**src/rtl/fifo_pkg.sv**
```systemverilog
// Shared FIFO constants and the write-arbiter state type.
package fifo_pkg;

    localparam int FIFO_W     = 8;
    localparam int FIFO_DEPTH = 16;
    localparam int BURST_MAX  = 15;

    typedef enum logic {
        IDLE,
        OWN
    } arb_state_t;

endpackage : fifo_pkg

```
**src/rtl/fifo_wr_arb_rr_pick.sv**
```systemverilog
// Round-robin picker: the first requester after `last` (modulo N) wins,
// so the most recent owner is considered last.
module rr_pick #(
    parameter int N  = 2,
    parameter int IW = 1
) (
    input  logic [N-1:0]  req,
    input  logic [IW-1:0] last,
    output logic          any,
    output logic [IW-1:0] idx
);

    // Scan from the farthest offset down so the nearest requester overwrites.
    always_comb begin
        any = 1'b0;
        idx = last;
        for (int unsigned off = N; off >= 1; off--) begin
            if (req[IW'((32'(last) + off) % N)]) begin
                any = 1'b1;
                idx = IW'((32'(last) + off) % N);
            end
        end
    end

endmodule : rr_pick

```
**src/rtl/fifo_wr_arb.sv**
```systemverilog
// Round-robin write arbiter sharing the single FIFO write port between N
// valid/ready producers, granting bounded bursts and stalling on full.
module fifo_wr_arb
    import fifo_pkg::*;
#(
    parameter int N     = 2,
    parameter int W     = FIFO_W,
    parameter int BURST = 4
) (
    input  logic           ck,
    input  logic           rst,
    input  logic [N-1:0]   req_valid,
    input  logic [N*W-1:0] req_data,
    output logic [N-1:0]   req_ready,
    output logic [W-1:0]   fifo_din,
    output logic           fifo_wen,
    input  logic           fifo_full,
    output logic [N-1:0]   gnt,
    output logic           busy
);

    localparam int IW = $clog2(N);
    localparam logic [3:0] CNT_LAST = 4'(BURST - 1);

    if (N < 2 || N > 4) begin : g_bad_n
        $error("fifo_wr_arb: N must be in 2..4");
    end
    if (BURST < 1 || BURST > BURST_MAX) begin : g_bad_burst
        $error("fifo_wr_arb: BURST must be in 1..BURST_MAX");
    end

    arb_state_t    state_q, state_d;
    logic [N-1:0]  gnt_q,   gnt_d;
    logic [IW-1:0] last_q,  last_d;
    logic [3:0]    cnt_q,   cnt_d;

    logic          pick_any;
    logic [IW-1:0] pick_idx;
    logic          owner_valid;
    logic          beat;
    logic          own_release;

    rr_pick #(
        .N  (N),
        .IW (IW)
    ) u_pick (
        .req  (req_valid),
        .last (last_q),
        .any  (pick_any),
        .idx  (pick_idx)
    );

    // While owning, last_q always holds the owner index, so it doubles as g.
    always_comb begin
        busy        = (state_q == OWN);
        owner_valid = req_valid[last_q];
        req_ready   = gnt_q & {N{~fifo_full}};
        beat        = busy & owner_valid & ~fifo_full;
        fifo_wen    = beat;
        fifo_din    = busy ? req_data[last_q*W +: W] : '0;
        gnt         = gnt_q;
    end

    // Grant, handoff and burst counting; handoff reuses the picker in the same edge.
    always_comb begin
        state_d     = state_q;
        gnt_d       = gnt_q;
        last_d      = last_q;
        cnt_d       = cnt_q;
        own_release = 1'b0;
        unique case (state_q)
            IDLE: begin
                if (pick_any) begin
                    state_d          = OWN;
                    gnt_d            = '0;
                    gnt_d[pick_idx]  = 1'b1;
                    last_d           = pick_idx;
                    cnt_d            = '0;
                end
            end
            OWN: begin
                own_release = ~owner_valid | (beat & (cnt_q == CNT_LAST));
                if (own_release) begin
                    cnt_d = '0;
                    if (pick_any) begin
                        gnt_d           = '0;
                        gnt_d[pick_idx] = 1'b1;
                        last_d          = pick_idx;
                    end else begin
                        state_d = IDLE;
                        gnt_d   = '0;
                    end
                end else if (beat) begin
                    cnt_d = cnt_q + 4'd1;
                end
            end
            default: begin
                state_d = IDLE;
                gnt_d   = '0;
                cnt_d   = '0;
            end
        endcase
    end

    // State registers; after reset producer 0 has top priority.
    always_ff @(posedge ck or posedge rst) begin
        if (rst) begin
            state_q <= IDLE;
            gnt_q   <= '0;
            last_q  <= IW'(N - 1);
            cnt_q   <= '0;
        end else begin
            state_q <= state_d;
            gnt_q   <= gnt_d;
            last_q  <= last_d;
            cnt_q   <= cnt_d;
        end
    end

endmodule : fifo_wr_arb

```
**config.mk**
```make
export PLATFORM = sky130hd
export DESIGN_NAME = fifo_wr_arb
export DESIGN_NICKNAME = d
export VERILOG_FILES = /design/src/rtl/fifo_pkg.sv /design/src/rtl/fifo_wr_arb_rr_pick.sv /design/src/rtl/fifo_wr_arb.sv
export SDC_FILE = /design/constraint.sdc
export NUM_CORES = 1
export LEC_CHECK = 0
export CAP_MARGIN = 20
export CORE_MARGIN = 4
export CORE_UTILIZATION = 39
export DETAILED_ROUTE_END_ITERATION = 10
export PLACE_DENSITY = 0.83
export SYNTH_ARGS = -nofsm -noshare
export SYNTH_HDL_FRONTEND = slang
export SYNTH_HIERARCHICAL = 1
export SYNTH_SLANG_ARGS = --single-unit
export TNS_END_PERCENT = 100
```
**constraint.sdc**
```tcl
create_clock -name ck -period 2.85 [get_ports ck]
set_clock_uncertainty 0.05 [all_clocks]
set_input_delay 0.57 -clock ck [delete_from_list [all_inputs] [get_ports ck]]
set_output_delay 0.57 -clock ck [all_outputs]
set_load 0.02 [all_outputs]
```
; Word-level counts from Yosys, hierarchy flattened
; Cells that the tools add are included.
[totals]
ff_bits = 8
inputBits = 21
out_inout_bits = 14
elab_cells = 55
[op_classes]
add_sub_neg = 3
magnitude_cmp = 5
n_eq_ne = 4
shift = 1
muxes = 27
bitwise = 8
reduce_logical = 3
[op_table]
columns = operator, count
row1 = indexed part select 16 x 5 -> 8 bit, 1
row2 = 2-to-1 mux 1 bit, 15
row3 = 2-to-1 mux 4 bit, 3
row4 = < comparator 1 x 2 -> 1 bit (second input constant), 4
row5 = 2-to-1 mux 8 bit, 1
row6 = one-hot mux 4 bit (2 select lines), 1
row7 = 2-to-1 mux 2 bit, 3
row8 = adder 4 x 1 -> 4 bit (second input constant), 1
row9 = equality test 4 x 2 -> 1 bit (second input constant), 1
row10 = one-hot mux 1 bit (2 select lines), 2
row11 = one-hot mux 2 bit (2 select lines), 1
row12 = AND reduction 2 bit, 2
row13 = AND 1 bit, 3
row14 = != test 3 x 1 -> 1 bit (second input constant), 1
row15 = inverter 1 bit, 3
row16 = adder 1 bit (second input constant), 2
row17 = AND 2 bit, 1
row18 = != test 2 x 1 -> 1 bit (second input constant), 1
row19 = != test 2 bit (second input constant), 1
row20 = demux 1 bit (select 1 bit), 1
row21 = greater-or-equal comparator 1 bit (second input constant), 1
row22 = logical AND 1 bit, 1
row23 = OR 1 bit, 1

; Depth between registers and ports, before layout
[logic_depth]
depth_word = 12
ltp_mapped = 4
depth_no_buf = 4

; Modules after synthesis
; The synthesis kept the hierarchy.
[modules_own_cells]
columns = mod, instances, cells_each, area_each_um2
row1 = fifo_wr_arb, 1, 58, 575.6
row2 = rr_pick, 1, 3, 20.0

; Worst setup path before layout
; OpenSTA, ideal clock, no wires.
[synth_timing]
path_type = register -> output
startpoint = register state_q (netlist: busy)
endpoint = output port fifo_wen
arrival_time_ns = 1.503
required_time_ns = 2.230
path_slack_ns = 0.727
path_stages_with_launch = 4
n_path_buf = 1
cell_sequence = dfrtp_1 > buf_2 > clkinv_1 > nor3_1
[synth_via]
elab_chain_cells = 2
[synth_rtl]
columns = item, line
row1 = from (decl), fifo_wr_arb.sv:32  ; arb_state_t state_q, state_d;
row2 = from (signal assigned), fifo_wr_arb.sv:113  ; state_q <= state_d;
row3 = AND 1 bit (2 in series), fifo_wr_arb.sv:58  ; beat = busy & owner_valid & ~fifo_full;
row4 = to (decl), fifo_wr_arb.sv:16  ; output logic fifo_wen,
; Every way passes these cells.

; Worst setup path after layout
[layout_timing]
startpoint = input port req_valid[1]
endpoint = output port fifo_wen
[layout_via]
elab_chain_cells = 4
[layout_rtl]
columns = item, line
row1 = from (decl), fifo_wr_arb.sv:12  ; input logic [N-1:0] req_valid,
row2 = 2-to-1 mux 1 bit (implied by the code) (2 in series), fifo_wr_arb.sv:56  ; owner_valid = req_valid[last_q];
row3 = AND 1 bit (2 in series), fifo_wr_arb.sv:58
; Every way passes these cells. The select of a mux whose other input is x is not followed.

==> results.md <==
Floorplanning
- 1370 µm² — core region area
- 47.1 µm — chip width
- 13 — num rows
- 47.1 µm — die outline height
- 2220 µm² — Die Area
- 0.436 — starting density of the core
- 35 — number of ports placed on the die boundary

Drt
- 1.68 mm — wire length after detailed routing
- 590 — routed via count
- 0 — DRT antenna net count
- 4 — number of optimization iterations in the first detailed-route pass
- 0 — final routed DRC violation total
- 14.8 µm — WL per Instance
- 6 — number of DRC violations after detailed-routing iteration 0
- 5.18 — average via count per standard cell

Place
- 34 — number of I/O port buffers
- 960 µm² — Placed Area
- 1.33 mm — Detail Placement HPWL
- 0.763 — RD Place Congestion

CTS
- 0 — Post CTS Setup Buffer Count
- sky130_fd_sc_hd__clkbuf_4 — clock root buffer
- done — clock tree from TritonCTS
- 0.06 ns — clock edge transition at the registers on the reported setup and hold paths
- 0.26 ns — clock latency reported for the late side of the worst-skew pair
- 8 — number of clock sinks seen by CTS
- 3 — cts bufs inserted
- 0 — number of instances resized during post-cts repair
- 1 — CTS H-tree depth
- 0 — number of hold buffers added after CTS
- 2 — Max clock buf depth

Power
- 0.576 — Comb power frac
- 0.394 — sw frac
- 0.290 — Sequential Power Share
- 287 µW — NetSw
- 729 µW — Power Total
- 441 µW — Internal Pwr Total
- 739 nW/µm² — Pwr Density
- 0.000423 V — worst vdd ir
- 0.134 — clock network power share
- 0.000455 µW — Leak Pwr

Synthesis
- 0.294 — fraction of post-synthesis cell area in the top cell type by area
- 8 — FF+latch count, synth
- 83 — post-synthesis net count
- sky130_fd_sc_hd__dfrtp_1 (29%), sky130_fd_sc_hd__mux2i_1 (17%), sky130_fd_sc_hd__nor2_1 (5.7%) — leading post-synthesis cells by cell area
- sky130_fd_sc_hd__dfrtp_1 — biggest area consumer among synthesized cells
- 29 — library cells used by synthesis
- 61 — Post-Synthesis Cells
- 6 — Synth Warn #
- 596 µm² — post-synthesis instance area
- 9.76 µm² — synthesized area per cell
- 0.338 — sequential cell area fraction in the yosys report

Worst setup path
- buffers and inverters — delay-heaviest family, CP
- input port — critical path startpoint category
- 2.23 ns — required time reported for the critical path endpoint
- in2out — type of the setup path with the least slack
- 2 — CP bufs+invs
- 0.66 ns — slowest cell delay on critical path
- clkdlybuf4s50_1 > mux2i_1 > nor3_1 > clkdlybuf4s50_1 — critical path, cell by cell
- output port — critical path endpoint category
- sky130_fd_sc_hd__clkdlybuf4s50_1 — Most common cell on crit path
- 2.11 ns — CP arrival
- sky130_fd_sc_hd__clkdlybuf4s50_1 — cell with the biggest individual delay on the critical path
- 4 — highest fanout seen on the critical path

Finish
- 0.121 — layout cell share with drive strength beyond 1
- 65.5% — growth of design area from synthesis to finish
- 0 — Antenna diodes
- 122 — Nets
- 0.722 — post-route core utilization
- sky130_fd_sc_hd__clkdlybuf4s50_1 (34), sky130_fd_sc_hd__mux2i_1 (10), sky130_fd_sc_hd__nor2_1 (9) — top library cells by usage in the layout, fill and taps aside
- sky130_fd_sc_hd__clkdlybuf4s50_1 — most common cell after layout, fill and taps aside
- 986 µm² — post-route cell area

STA
- 0.770 — Slew headroom
- 0 — number of pins with negative max-slew slack in the final report
- no — setup repair after global routing missed its margin
- 0 — final setup vio count
- 366 MHz — maximum clock frequency
- 2.73 ns — Tmin final
- 0.345 ns — Worst Max-Slew Pin Slew
- 0 — final-report hold violation count
- 0 ns — final-layout setup total negative slack
- 0.959 — ratio of final minimum period to clock period

Min path
- reg2reg — worst hold-check path type

GRT
- 559 — vias in the first global route
- 13 — largest net degree at the start of global routing
- 0.168 — aggregate global-route resource usage
- 0 — initial antenna violation count
- 0 — global route overflow
- 2.53 mm — wire length of the first global-routing pass

Job
- 0 — max-capacitance violation count

Status
- complete, no violations — status

## sequential cells by signal, summed over array words and instances, names as in the netlist
register / count
cnt_q: 4
last_q: 1
busy: 1
gnt: 2
## power by group through the flow
stage	Combinational, µW	Clock (µW)	Sequential (µW)
detailed placement	420	0	214
global placement	415	0	211
floorplan	260	0	190
finish	420	98.0	211
CTS	424	101	212
global route	448	111	219
## cells in the mapped netlist (all sizes together)
library cell,count
clkinv,1
inv,5
nand3,1
o2bb2ai,2
ha,1
a31oi,2
a21o,1
a22o,2
buf,2
and3,1
nor3,1
dfrtp,7
nand4b,1
or4b,1
or2,1
nor2,9
mux2,2
and2b,2
nand2b,1
mux2i,10
a32o,1
a31o,3
nor4,1
dfstp,1
nand2,1
or3,1
## worst paths after layout
check	startpoint	end	slack, ns	cells after the start
worst max-delay path	req_valid[1]	fifo_wen	0.12	4
worst min-delay path	cnt_q[1]	cnt_q[1]	0.47	1
worst max register to register	last_q	last_q	1.00	3
worst min register to register	cnt_q[1]	cnt_q[1]	0.47	1
max in group asynchronous	rst	last_q	1.97	2
min in group asynchronous	rst	gnt[1]	0.50	2
## per-layer routing
metal / routed length [µm] / GRT usage / vias to the layer above
li1: - / - / 298
met3: 130 / 0.0805 / 4
met4: 17 / 0.0608 / 0
met2: 865 / 0.274 / 21
met5: 0 / 0 / -
met1: 671 / 0.190 / 267
## logic make-up (layout without fill, tap and decap cells)
group                      count (synthesis)  in the layout  synth area share
adders and majority gates                  1              1            0.0210
AOI/OAI and AO/OA                         11             11             0.179
muxes                                     12             12             0.212
buffers and inverters                      8             46            0.0546
and+or+nand+nor                           21             21             0.195
DFF                                        8              8             0.338
## worst register-to-register path, stage by stage (launching register included)
cell and delay (ns):
sky130_fd_sc_hd__dfstp_2 0.74, sky130_fd_sc_hd__mux2_2 0.45, sky130_fd_sc_hd__a31oi_4 0.21, sky130_fd_sc_hd__mux2_4 0.32
## stage by stage
stage / hold slack (ns) / setup WS [ns] / std cells
final: 0.474 / 0.116 / 114
after CTS: 0.479 / 0.120 / 114
after floorplan: 0.335 / 0.727 / 61
after global routing: 0.511 / 0.0141 / 114
after global placement: 0.461 / 0.152 / 110
after detailed placement: 0.466 / 0.147 / 110
## layout make-up
cell class	count	area (µm²)
multi-input combinational	45	362
timing repair buffer	36	355
fill	99	380
tap	15	18.8
sequential	8	201
clock buffer	4	26.3
inverter	6	22.5
No activity file was read; power rests on OpenSTA's default activity.
